--- src/rtl/icon_fetch_ctrl_if.sv ---
// Signal bundle between the icon fetch controller, the bot/DTG sources, the icon ROM bank
// and the colorizer. The controller uses the slave view; the environment drives the master view.
interface icon_fetch_ctrl_if;
    logic       frame_start;
    logic [7:0] LocX;
    logic [7:0] LocY;
    logic [7:0] BotInfo;
    logic [9:0] pixel_row;
    logic [9:0] pixel_column;
    logic [1:0] rom_sel;
    logic [7:0] rom_addr;
    logic [1:0] rom_data;
    logic [1:0] icon;
    logic [8:0] hit_count;
    logic       running;

    modport master (
        output frame_start, LocX, LocY, BotInfo, pixel_row, pixel_column, rom_data,
        input  rom_sel, rom_addr, icon, hit_count, running
    );

    modport slave (
        input  frame_start, LocX, LocY, BotInfo, pixel_row, pixel_column, rom_data,
        output rom_sel, rom_addr, icon, hit_count, running
    );
endinterface

--- src/rtl/icon_fetch_ctrl.sv ---
// Rojobot icon fetch controller: per-frame shadowing of bot pose, ROM select/address
// generation with 180-degree rotation by address inversion, and per-frame hit counting.
module icon_fetch_ctrl #(
    parameter int unsigned ICON_SIZE   = 16,
    parameter int unsigned X_SCALE_SH  = 3,
    parameter int unsigned Y_SCALE     = 6,
    parameter int unsigned ROM_LATENCY = 1
) (
    input logic               clock,
    input logic               reset,
    icon_fetch_ctrl_if.slave  bus
);

    localparam int unsigned OffW = $clog2(ICON_SIZE);

    typedef enum logic [0:0] {StWaitFrame, StRun} state_e;

    state_e                 state_q, state_d;
    logic [7:0]             locx_q, locx_d;
    logic [7:0]             locy_q, locy_d;
    logic [2:0]             orient_q, orient_d;
    logic [1:0]             rom_sel_q, rom_sel_d;
    logic [7:0]             rom_addr_q, rom_addr_d;
    logic [ROM_LATENCY-1:0] hit_pipe_q, hit_pipe_d;
    logic [1:0]             icon_q, icon_d;
    logic [8:0]             cnt_q, cnt_d;
    logic [8:0]             hit_count_q, hit_count_d;

    logic [11:0]       org_x, org_y, row_ext, col_ext;
    logic [OffW-1:0]   row_off, col_off;
    logic [2*OffW-1:0] lin;
    logic              hit, out_hit;
    logic [1:0]        sel;
    logic              inv;

    logic unused_botinfo;
    assign unused_botinfo = ^bus.BotInfo[7:3];

    // Box geometry from the shadowed pose; 12 bits is wide enough that nothing wraps.
    always_comb begin
        org_x   = {4'b0, locx_q} << X_SCALE_SH;
        org_y   = {4'b0, locy_q} * 12'(Y_SCALE);
        row_ext = {2'b0, bus.pixel_row};
        col_ext = {2'b0, bus.pixel_column};
        hit     = (row_ext >= org_y) && (row_ext <= org_y + 12'(ICON_SIZE - 1)) &&
                  (col_ext >= org_x) && (col_ext <= org_x + 12'(ICON_SIZE - 1));
        row_off = row_ext[OffW-1:0] - org_y[OffW-1:0];
        col_off = col_ext[OffW-1:0] - org_x[OffW-1:0];
        lin     = {row_off, col_off};
    end

    // Opposite headings share one image; the second of each pair reads it inverted.
    always_comb begin
        sel = 2'd0;
        inv = 1'b0;
        unique case (orient_q)
            3'b000: begin sel = 2'd0; inv = 1'b0; end
            3'b100: begin sel = 2'd0; inv = 1'b1; end
            3'b010: begin sel = 2'd1; inv = 1'b0; end
            3'b110: begin sel = 2'd1; inv = 1'b1; end
            3'b001: begin sel = 2'd2; inv = 1'b0; end
            3'b101: begin sel = 2'd2; inv = 1'b1; end
            3'b111: begin sel = 2'd3; inv = 1'b0; end
            3'b011: begin sel = 2'd3; inv = 1'b1; end
            default: begin sel = 2'd0; inv = 1'b0; end
        endcase
    end

    always_comb begin
        state_d     = state_q;
        locx_d      = locx_q;
        locy_d      = locy_q;
        orient_d    = orient_q;
        rom_sel_d   = rom_sel_q;
        rom_addr_d  = rom_addr_q;
        hit_count_d = hit_count_q;
        cnt_d       = cnt_q;

        hit_pipe_d[0] = hit;
        for (int unsigned i = 1; i < ROM_LATENCY; i++) begin
            hit_pipe_d[i] = hit_pipe_q[i-1];
        end

        out_hit = hit_pipe_q[ROM_LATENCY-1] && (state_q == StRun);
        icon_d  = out_hit ? bus.rom_data : 2'd0;

        if (hit) begin
            rom_sel_d  = sel;
            rom_addr_d = inv ? 8'(~lin) : 8'(lin);
        end

        // Frame boundary wins over a same-cycle increment.
        if (bus.frame_start) begin
            hit_count_d = cnt_q;
            cnt_d       = 9'd0;
        end else if (out_hit && (cnt_q != 9'd511)) begin
            cnt_d = cnt_q + 9'd1;
        end

        if (bus.frame_start) begin
            locx_d   = bus.LocX;
            locy_d   = bus.LocY;
            orient_d = bus.BotInfo[2:0];
        end

        unique case (state_q)
            StWaitFrame: if (bus.frame_start) state_d = StRun;
            StRun:       state_d = StRun;
            default:     state_d = StWaitFrame;
        endcase
    end

    always_ff @(posedge clock or negedge reset) begin
        if (!reset) begin
            state_q     <= StWaitFrame;
            locx_q      <= '0;
            locy_q      <= '0;
            orient_q    <= '0;
            rom_sel_q   <= '0;
            rom_addr_q  <= '0;
            hit_pipe_q  <= '0;
            icon_q      <= '0;
            cnt_q       <= '0;
            hit_count_q <= '0;
        end else begin
            state_q     <= state_d;
            locx_q      <= locx_d;
            locy_q      <= locy_d;
            orient_q    <= orient_d;
            rom_sel_q   <= rom_sel_d;
            rom_addr_q  <= rom_addr_d;
            hit_pipe_q  <= hit_pipe_d;
            icon_q      <= icon_d;
            cnt_q       <= cnt_d;
            hit_count_q <= hit_count_d;
        end
    end

    assign bus.rom_sel   = rom_sel_q;
    assign bus.rom_addr  = rom_addr_q;
    assign bus.icon      = icon_q;
    assign bus.hit_count = hit_count_q;
    assign bus.running   = (state_q == StRun);

endmodule

--- src/flat_wrapper.sv ---
// flat-port wrapper written by rule: the top's interface ports become plain ports
module icon_fetch_ctrl_flat 
#(
    parameter int unsigned ICON_SIZE   = 16,
    parameter int unsigned X_SCALE_SH  = 3,
    parameter int unsigned Y_SCALE     = 6,
    parameter int unsigned ROM_LATENCY = 1
)
  (clock, reset, bus_frame_start, bus_LocX, bus_LocY, bus_BotInfo, bus_pixel_row, bus_pixel_column, bus_rom_data, bus_rom_sel, bus_rom_addr, bus_icon, bus_hit_count, bus_running);
  icon_fetch_ctrl_if bus_i ();
  input logic clock;
  input logic reset;
  input wire logic [$bits(bus_i.frame_start)-1:0] bus_frame_start;
  input wire logic [$bits(bus_i.LocX)-1:0] bus_LocX;
  input wire logic [$bits(bus_i.LocY)-1:0] bus_LocY;
  input wire logic [$bits(bus_i.BotInfo)-1:0] bus_BotInfo;
  input wire logic [$bits(bus_i.pixel_row)-1:0] bus_pixel_row;
  input wire logic [$bits(bus_i.pixel_column)-1:0] bus_pixel_column;
  input wire logic [$bits(bus_i.rom_data)-1:0] bus_rom_data;
  output wire logic [$bits(bus_i.rom_sel)-1:0] bus_rom_sel;
  output wire logic [$bits(bus_i.rom_addr)-1:0] bus_rom_addr;
  output wire logic [$bits(bus_i.icon)-1:0] bus_icon;
  output wire logic [$bits(bus_i.hit_count)-1:0] bus_hit_count;
  output wire logic [$bits(bus_i.running)-1:0] bus_running;
  assign bus_i.frame_start = bus_frame_start;
  assign bus_i.LocX = bus_LocX;
  assign bus_i.LocY = bus_LocY;
  assign bus_i.BotInfo = bus_BotInfo;
  assign bus_i.pixel_row = bus_pixel_row;
  assign bus_i.pixel_column = bus_pixel_column;
  assign bus_i.rom_data = bus_rom_data;
  assign bus_rom_sel = bus_i.rom_sel;
  assign bus_rom_addr = bus_i.rom_addr;
  assign bus_icon = bus_i.icon;
  assign bus_hit_count = bus_i.hit_count;
  assign bus_running = bus_i.running;
  icon_fetch_ctrl #(.ICON_SIZE(ICON_SIZE), .X_SCALE_SH(X_SCALE_SH), .Y_SCALE(Y_SCALE), .ROM_LATENCY(ROM_LATENCY)) u_core (.clock(clock), .reset(reset), .bus(bus_i));
endmodule
--- config.mk ---
export PLATFORM = sky130hd
export DESIGN_NAME = icon_fetch_ctrl_flat
export DESIGN_NICKNAME = d
export VERILOG_FILES = /design/src/rtl/icon_fetch_ctrl_if.sv /design/src/rtl/icon_fetch_ctrl.sv /design/src/flat_wrapper.sv
export SDC_FILE = /design/constraint.sdc
export NUM_CORES = 1
export LEC_CHECK = 0
export BUFFER_PORTS_ARGS = -buffer_cell sky130_fd_sc_hd__buf_2
export CAP_MARGIN = 20
export CORE_MARGIN = 2
export CORE_UTILIZATION = 40
export DETAILED_ROUTE_END_ITERATION = 12
export GPL_ROUTABILITY_DRIVEN = 0
export MAX_ROUTING_LAYER = met4
export PLACE_DENSITY = 0.6
export SYNTH_ARGS = -nofsm -noshare
export SYNTH_HDL_FRONTEND = slang
export SYNTH_SLANG_ARGS = --single-unit
--- constraint.sdc ---
create_clock -name clock -period 7.4 [get_ports clock]
set_input_delay 1.48 -clock clock [delete_from_list [all_inputs] [get_ports clock]]
set_output_delay 1.48 -clock clock [all_outputs]
set_load 0.005 [all_outputs]
======== Yosys cells after proc, flatten, opt, wreduce, memory -nomap -nowiden ========
Memory sizes are Yosys's and may differ from the RTL's.
Index checks and enable logic that the tools add are counted.
storage, ports and cells
  memories ................................ 1
  memory bits (read-only) ................. 24
  bits in registers ....................... 51
  word-level logic and storage cells ...... 36
  output and inout bits ................... 22
cells by class
  bitwise operators ....................... 2
  multiplexer cells ....................... 6
  $lt $le $gt $ge ......................... 4
  $add $sub $neg .......................... 5
  equality and inequality tests ........... 1
  multiply operators ...................... 1
  reduce and logical (&&, ||, !) cells .... 6
memory list
  name              depth  bits a word  read ports  clocked after Yosys merged registers in  write ports  line                   RTL
  (name not given)  8      3            1           0                                        0            icon_fetch_ctrl.sv:56  unique case (orient_q)
operators by type and width
  kind                                                                  number
  11-bit by 4-bit adder with 12-bit output (second input constant)      2
  10-bit by 12-bit <= comparator with 1-bit output                      2
  10-bit by 11-bit >= comparator with 1-bit output                      2
  9-bit two-way mux                                                     2
  8-bit by 2-bit multiplier with 10-bit output (second input constant)  1
  9-bit by 1-bit adder with 9-bit output (second input constant)        1
  9-bit != test (second input constant)                                 1
  8-bit two-way mux                                                     1
  8-bit inverter                                                        1
  4-bit subtractor                                                      2
  1-bit logical AND                                                     5
  2-bit two-way mux                                                     1
  1-bit one-hot mux with 2 select lines                                 1
  2-bit nonzero test                                                    1
  1-bit two-way mux                                                     1
  1-bit inverter                                                        1

======== Longest topological paths before layout ========
Gate-level depths: netlist of run 1.
  depth in word-level cells ............... 6
  gate-level depth with buffers ........... 18
  depth with buffers taken out ............ 17

======== Worst setup path after synthesis of run 1 ========
Ideal clock, no wire load.
  kind .................................... register to register
  from .................................... reg u_core.locy_q[0]
  to ...................................... reg u_core.rom_addr_q[0], in the netlist u_core.bus.rom_addr[0]
  library setup time ...................... 0.125 ns
  buffers on the path ..................... 1
  arrival ................................. 3.573 ns
  slack ................................... 3.702 ns
  stages on the path, launching flop included .. 18
  clock period less this slack ............ 3.698 ns
  cells stage by stage .................... dfrtp_1 -> ha_1 -> inv_1 -> fa_1 -> nand2b_1 -> a211oi_1 -> o211a_1 -> inv_1 -> nor3_1 -> xnor2_1 -> ha_1 -> nand4_1 -> o32ai_1 -> a31o_2 -> a41oi_2 -> a211oi_2 -> buf_6 -> mux2_4
on the way
  cells in the longest elaborated chain, start to end .. 6
ends and longest elaborated chain
  element                                           line                    RTL
  start: declaration                                icon_fetch_ctrl.sv:20   logic [7:0] locy_q, locy_d;
  start signal: assignment                          icon_fetch_ctrl.sv:128  locy_q <= locy_d;
  8-bit by 2-bit multiplier with 10-bit output *    icon_fetch_ctrl.sv:42   org_y = {4'b0, locy_q} * 12'(Y_SCALE);
  11-bit by 4-bit adder with 12-bit output          icon_fetch_ctrl.sv:45   hit = (row_ext >= org_y) && (row_ext <= org_y + 12'(ICON_SIZE - 1)) &&
  10-bit by 12-bit <= comparator with 1-bit output  icon_fetch_ctrl.sv:45
  1-bit logical AND * (2 in a row)                  icon_fetch_ctrl.sv:45
  1-bit logical AND *                               icon_fetch_ctrl.sv:46   (col_ext >= org_x) && (col_ext <= org_x + 12'(ICON_SIZE - 1));
  via u_core.hit                                    icon_fetch_ctrl.sv:32   logic hit, out_hit;
  end signal: assignment                            icon_fetch_ctrl.sv:131  rom_addr_q <= rom_addr_d;
  end: declaration                                  icon_fetch_ctrl.sv:23   logic [7:0] rom_addr_q, rom_addr_d;
Mark *: on every way through the listed nets, which the timed path passes. The rest lies on a longest branch.
A chain may end at the register's enable or synchronous reset.

======== Final worst setup path of run 1 ========
  from .................................... reg u_core.locy_q[0]
  to ...................................... reg u_core.rom_sel_q[1], in the netlist u_core.bus.rom_sel[1]
on the way
  cells in the longest elaborated chain, start to end .. 6
ends and longest elaborated chain
  element                                           line                    RTL
  8-bit by 2-bit multiplier with 10-bit output *    icon_fetch_ctrl.sv:42
  11-bit by 4-bit adder with 12-bit output          icon_fetch_ctrl.sv:45
  10-bit by 12-bit <= comparator with 1-bit output  icon_fetch_ctrl.sv:45
  1-bit logical AND * (2 in a row)                  icon_fetch_ctrl.sv:45
  1-bit logical AND *                               icon_fetch_ctrl.sv:46
  end signal: assignment                            icon_fetch_ctrl.sv:130  rom_sel_q <= rom_sel_d;
  end: declaration                                  icon_fetch_ctrl.sv:22   logic [1:0] rom_sel_q, rom_sel_d;
Mark *: on every way between the ends. The rest lies on a longest branch, timed or not.

==> flow_summary.ini, run 1 <==
[synthesis]
synth_largest_area_cell = dfrtp_1
syn_area_um2 = 3441
yosysSeqAreaShare_pct = 37.09
synth-edff-count = 0
synthCells = 326
ys.flop_type = dfrtp_1
yosys-top-cells-area = dfrtp_1 (37%), ha_1 (16%), mux2_2 (6.2%)
ys_ff_latch = 51
syn_avg_cell_area_um2 = 10.55
yosys_warnings = 0
ys_types = 48
synth_nets = 421
synth-async-reset-ratio_pct = 100.0
synth_top_area_share_pct = 37.09

[worst_hold_path]
min_path_type = reg2reg

[final_layout]
area_growth_pct = 16.18
diodes = 0
fin_nets = 489
drive_gt1_share_pct = 28.35

[critical_path]
crit_required_ns = 7.59
start_kind = flip-flop
crit_arrival_ns = 4.26
path_class = reg2reg
crit_fanout = 11
endpoint_kind = flip-flop

[clock_tree]
cts_sinks = 51
post_cts_resized = 0
cts-hold-fix-buffers = 0
clk_latency_ns = 0.30
cts_tree = yes
htreeDepth = 2
path_clk_slew_ns = 0.10
cts_buffer_depth = 2
cts_setup_buffers = 0
cts_buffers = 5
cts_root_buf = clkbuf_8

[power]
internal-power_uw = 602.3
power.density_nw_per_um2 = 226.5
power.leakage_nw = 1.977
clkPwrFrac_pct = 22.1
swShare_pct = 33.49
vdd.ir_drop.worst_uv = 143.0
switchingPower_uw = 303.3
seqPwrFrac_pct = 37.6
combPwrFrac_pct = 40.3

[die]
dieArea_um2 = 9360
row_count = 33
die_w_um = 96.75
pin_count = 71
chipHeight_um = 96.75
initial_core_util_pct = 41.67
coreArea_um2 = 8258

[route]
drt_first_pass_iters = 4
routedWlPerCell_um = 13.80
drc = 0
drt_iter0_drc = 71
totalWireLength_um = 6899
ant_nets = 0
vias = 2595
viasPerCell = 5.190

[place]
dp_slack_ns = 3.335
portBuffers = 65
place_hpwl_um = 5479

[sta]
period_share_pct = 55.00
rsz0062_at_grt = no
clock.fmax_mhz = 245.7
setup_viol = 0
slew_headroom_pct = 34.10
tns_ns = 0
setup_ws_ns = 3.330
slew_violations = 0
worst_pin_slew_ns = 0.9852
clock_skew_ns = 0.01023
min_period_ns = 4.070
hold_viol = 0

[run_status]
outcome = finished, final reports clean

[global_routing]
grt_pass1_vias = 2616
grt.total_usage_pct = 15.69
grt_pass1_wl_um = 12020
grt_max_degree = 52
gr-total-overflow = 0
antenna_found_initial = 0

[flow_run]
maxCapViolCount = 0
cell type report:
cell class	count	area (um^2)
Fill cell	789	4260
Timing Repair Buffer	67	340.3
Inverter	25	93.84
Clock inverter	3	46.29
Tap cell	105	131.4
Sequential cell	51	1276
Clock buffer	5	68.82
Multi-Input combinational cell	244	2041
synth_stat cells (5+ instances only):
cell type and number:
ha_1 44, xnor2_1 21, dfrtp_1 51, a211oi_1 5
inv_1 25, nand4_1 7, mux2_4 9, o21ai_0 21
xor2_1 12, clkbuf_1 5, a21oi_1 8, nand2_1 18
and3_1 5, nand3_1 8, nor2_1 18, mux2_2 19
metal layers:
metal	track usage (%)	wire length, um
met3	3.396	349
met4	4.442	156
met5	-	0
met2	25.11	3280
met1	20.17	3113
sequential cells by signal, summed over array words and instances (netlist names):
signal and count:
u_core.bus.hit_count 9, u_core.cnt_q 9, u_core.bus.rom_addr 8, u_core.locx_q 8, u_core.locy_q 8, u_core.orient_q 3, u_core.bus.icon 2, u_core.bus.rom_sel 2
u_core.bus.running 1, u_core.hit_pipe_q 1
power groups by stage:
stage                     clock (mW)  sequential, mW  combinational, mW
after detailed placement           0           0.346              0.369
after global placement             0           0.346              0.358
final                          0.200           0.341              0.365
after CTS                      0.207           0.341              0.371
after floorplan                    0           0.344              0.262
after global routing           0.218           0.346              0.414
final timing paths:
kind / startpoint / end / slack (ns) / cells past startpoint
min in group asynchronous: reset / u_core.bus.rom_sel[0] / 1.28 / 2
setup / recovery: u_core.locy_q[0] / u_core.bus.rom_sel[1] / 3.33 / 17
max in group asynchronous: reset / u_core.bus.hit_count[5] / 5.70 / 2
hold / removal: u_core.bus.hit_count[8] / u_core.bus.hit_count[8] / 0.51 / 1
setup reg to reg: u_core.locy_q[0] / u_core.bus.rom_sel[1] / 3.33 / 17
hold reg to reg: u_core.bus.hit_count[8] / u_core.bus.hit_count[8] / 0.51 / 1
worst max-delay path, stage by stage (launching register included):
cell      delay, ns
dfrtp_1        0.45
ha_1           0.20
inv_1          0.05
fa_1           0.39
nand2b_1       0.18
a211oi_1       0.34
o211a_1        0.28
inv_1          0.07
nor3_1         0.22
xnor2_1        0.10
ha_1           0.33
nand4_1        0.10
o32ai_1        0.23
a31o_2         0.17
a41oi_2        0.04
a211oi_2       0.20
buf_4          0.26
mux2_2         0.35
placed cells by master (no fill, tap or decap), types with 2 or more instances in the layout:
master / netlist / final
nand3_1: 8 / 8
a21oi_1: 8 / 8
nand2b_1: 4 / 4
o21ai_0: 21 / 21
fa_1: 2 / 2
dfrtp_1: 51 / 51
buf_2: 0 / 65
mux2i_1: 2 / 2
a21o_1: 3 / 3
a221oi_1: 2 / 2
nand4_1: 7 / 7
mux2_2: 19 / 19
nor3_1: 4 / 4
o211ai_1: 2 / 2
ha_1: 44 / 44
xnor2_1: 21 / 21
inv_1: 25 / 25
a211oi_1: 5 / 5
mux2_4: 9 / 9
nor2_1: 18 / 18
or3_1: 3 / 3
and4_1: 3 / 3
xor2_1: 12 / 12
buf_4: 0 / 2
clkbuf_8: 0 / 5
o21a_1: 2 / 2
and3_1: 5 / 5
and2_1: 2 / 2
nand2_1: 18 / 18
logic make-up after synthesis:
logic type | after synthesis | synth area share [%]
simple gates | 79 | 11.85
compound gates | 56 | 11.16
flops | 51 | 37.09
fa+ha+maj | 46 | 17.16
xor+xnor | 33 | 8.400
buf+inv | 31 | 3.600
mux | 30 | 10.73
metrics by stage:
stage / total power, mW / hold WS (ns) / utilization, % / area, um^2 / cells
after floorplan: 0.6064 / 0.4818 / - / 3441 / 326
after global placement: 0.7044 / 0.4877 / 47.02 / 3882 / 492
after detailed placement: 0.7147 / 0.4952 / 47.02 / 3882 / 492
after CTS: 0.9185 / 0.5217 / 48.41 / 3998 / 500
after global routing: 0.9774 / 0.5272 / 48.41 / 3998 / 500
final: 0.9055 / 0.5141 / 48.41 / 3998 / 500
(Power assumes the default switching activity.)
==> run 2, diff against run 1 <==
==> constraint.sdc (replaced) <==
create_clock -name clock -period 4.21 [get_ports clock]
set_input_delay 0.842 -clock clock [delete_from_list [all_inputs] [get_ports clock]]
set_output_delay 0.842 -clock clock [all_outputs]
set_load 0.005 [all_outputs]
==> run 2 against run 1 <==
Effect of this change: die area did not move; register-to-register slack worse by 3.0 ns; routed wire length is essentially flat; critical endpoint unchanged; largest power group unchanged; highest routed layer unchanged.
==> flow_summary.ini, run 2 (synthesized netlist as in run 1, its figures left out) <==
[run_status]
outcome = finished, final reports clean

[die]
initial_core_util_pct = 41.67
chipHeight_um = 96.75
die_w_um = 96.75
dieArea_um2 = 9360
row_count = 33
pin_count = 71
coreArea_um2 = 8258

[worst_hold_path]
min_path_type = reg2reg
worst_hold_startpoint = u_core.bus.hit_count[5]

[final_layout]
mostFrequentLayoutCell = buf_2
final_cell_mix = buf_2 (65), dfrtp_1 (51), ha_1 (44)
fin_nets = 489
drive_gt1_share_pct = 28.61
area_growth_pct = 16.76
fillerInstances = 807
diodes = 0

[sta]
period_share_pct = 92.78
slew_violations = 0
setup_viol = 0
min_period_ns = 3.906
rsz0062_at_grt = no
setup_ws_ns = 0.3038
worst_pin_slew_ns = 0.9714
slew_headroom_pct = 35.02
clock_skew_ns = 0.004555
hold_viol = 0
holdWs_ns = 0.5102
clock.fmax_mhz = 256.0
tns_ns = 0

[critical_path]
crit_fanout = 11
path_cells = ha_1 -> inv_1 -> fa_1 -> nand2b_1 -> a211oi_2 -> o211a_1 -> inv_1 -> nor3_1 -> xnor2_1 -> ha_1 -> nand4_1 -> o32ai_1 -> a31o_2 -> a41oi_2 -> a211oi_2 -> buf_12 -> mux2_2
rrSetupSlack_ns = 0.30
r2r-end = u_core.bus.rom_sel[1]
reg2reg_from = u_core.locy_q[0]
critical_path.startpoint = u_core.locy_q[0]
crit_arrival_ns = 4.09
crit_path_end = u_core.bus.rom_sel[1]
path_class = reg2reg
critical-path-top-delay-family = compound AO/OA/AOI/OAI gates
reg2reg_depth = 17
slowest_stage = dfrtp_1
worst-path-buf-inv = 3
endpoint_kind = flip-flop
cpPeakStageDelay_ns = 0.44
start_kind = flip-flop
crit_required_ns = 4.40
cp_num_cells = 17

[global_routing]
grt.total_usage_pct = 15.78
antenna_found_initial = 0
grt_pass1_vias = 2608
grt_pass1_wl_um = 12050
gr-total-overflow = 0
grt_max_degree = 49

[clock_tree]
cts_setup_buffers = 0
cts_buffers = 5
path_clk_slew_ns = 0.09
cts_tree = yes
htreeDepth = 2
cts_sinks = 51
cts_buffer_depth = 2
cts-hold-fix-buffers = 0
cts_root_buf = clkbuf_8
clk_latency_ns = 0.29

[power]
power.leakage_nw = 1.987
vdd.ir_drop.worst_uv = 162.2
power.density_nw_per_um2 = 397.3

[flow_run]
maxCapViolCount = 0

[route]
totalWireLength_um = 6897
vias = 2572
ant_nets = 0
viasPerCell = 5.144
drt_first_pass_iters = 4
drc = 0
drt_iter0_drc = 107
routedWlPerCell_um = 13.79

[place]
portBuffers = 65
dp_slack_ns = 0.1483
place_hpwl_um = 5538
## run 2: power by group
group / switching (mW) / internal [mW] / total (mW)
registers: 0.0448 / 0.555 / 0.600
logic: 0.320 / 0.327 / 0.647
clock network: 0.157 / 0.192 / 0.349
## run 2: worst min-delay path by stage
stage	to	slack [ns]	depth (start not counted)
CTS	u_core.bus.rom_sel[1]	0.52	1
finish	u_core.bus.hit_count[5]	0.51	1
detailed placement	u_core.bus.rom_addr[1]	0.49	1
floorplan	u_core.locx_q[7]	0.48	1
global route	u_core.bus.rom_addr[2]	0.53	1
global placement	u_core.bus.hit_count[6]	0.49	1
## run 2: area by class of cell
| cell class | count | area, um^2 | share of cell area [%] |
|---|---|---|---|
| Multi-Input combinational cell | 244 | 2046 | 50.92 |
| Sequential cell | 51 | 1276 | 31.77 |
| Inverter | 25 | 93.84 | 2.336 |
| Timing Repair Buffer | 67 | 352.8 | 8.782 |
| Clock buffer | 6 | 82.58 | 2.055 |
| Clock inverter | 2 | 35.03 | 0.8720 |
| Tap cell | 105 | 131.4 | 3.270 |
## run 2: timing repair
action / 4_1_cts / 5_1_grt
endpoints found under the hold margin: 0 / 0
resized for setup: 0 / 1
endpoints found under the setup margin: 0 / 10
## run 2: routing by layer
metal  vias to the layer above  global-route usage, %  share of wire (%)
met1                      1222                  20.50                 47
met4                         0                  3.575                1.2
met3                        10                  2.601                3.5
met2                        43                  26.07                 49
met5                         -                      -                  0
li1                       1297                      -                  -
## run 2: per-stage QoR
stage | utilization, % | instances | power, mW | area (um^2)
6_report | 48.65 | 500 | 1.596 | 4018
4_1_cts | 48.59 | 500 | 1.618 | 4013
5_1_grt | 48.65 | 500 | 1.721 | 4018
3_5_place_dp | 47.17 | 492 | 1.258 | 3895
3_3_place_gp | 47.17 | 492 | 1.240 | 3895
2_1_floorplan | - | 326 | 1.066 | 3441
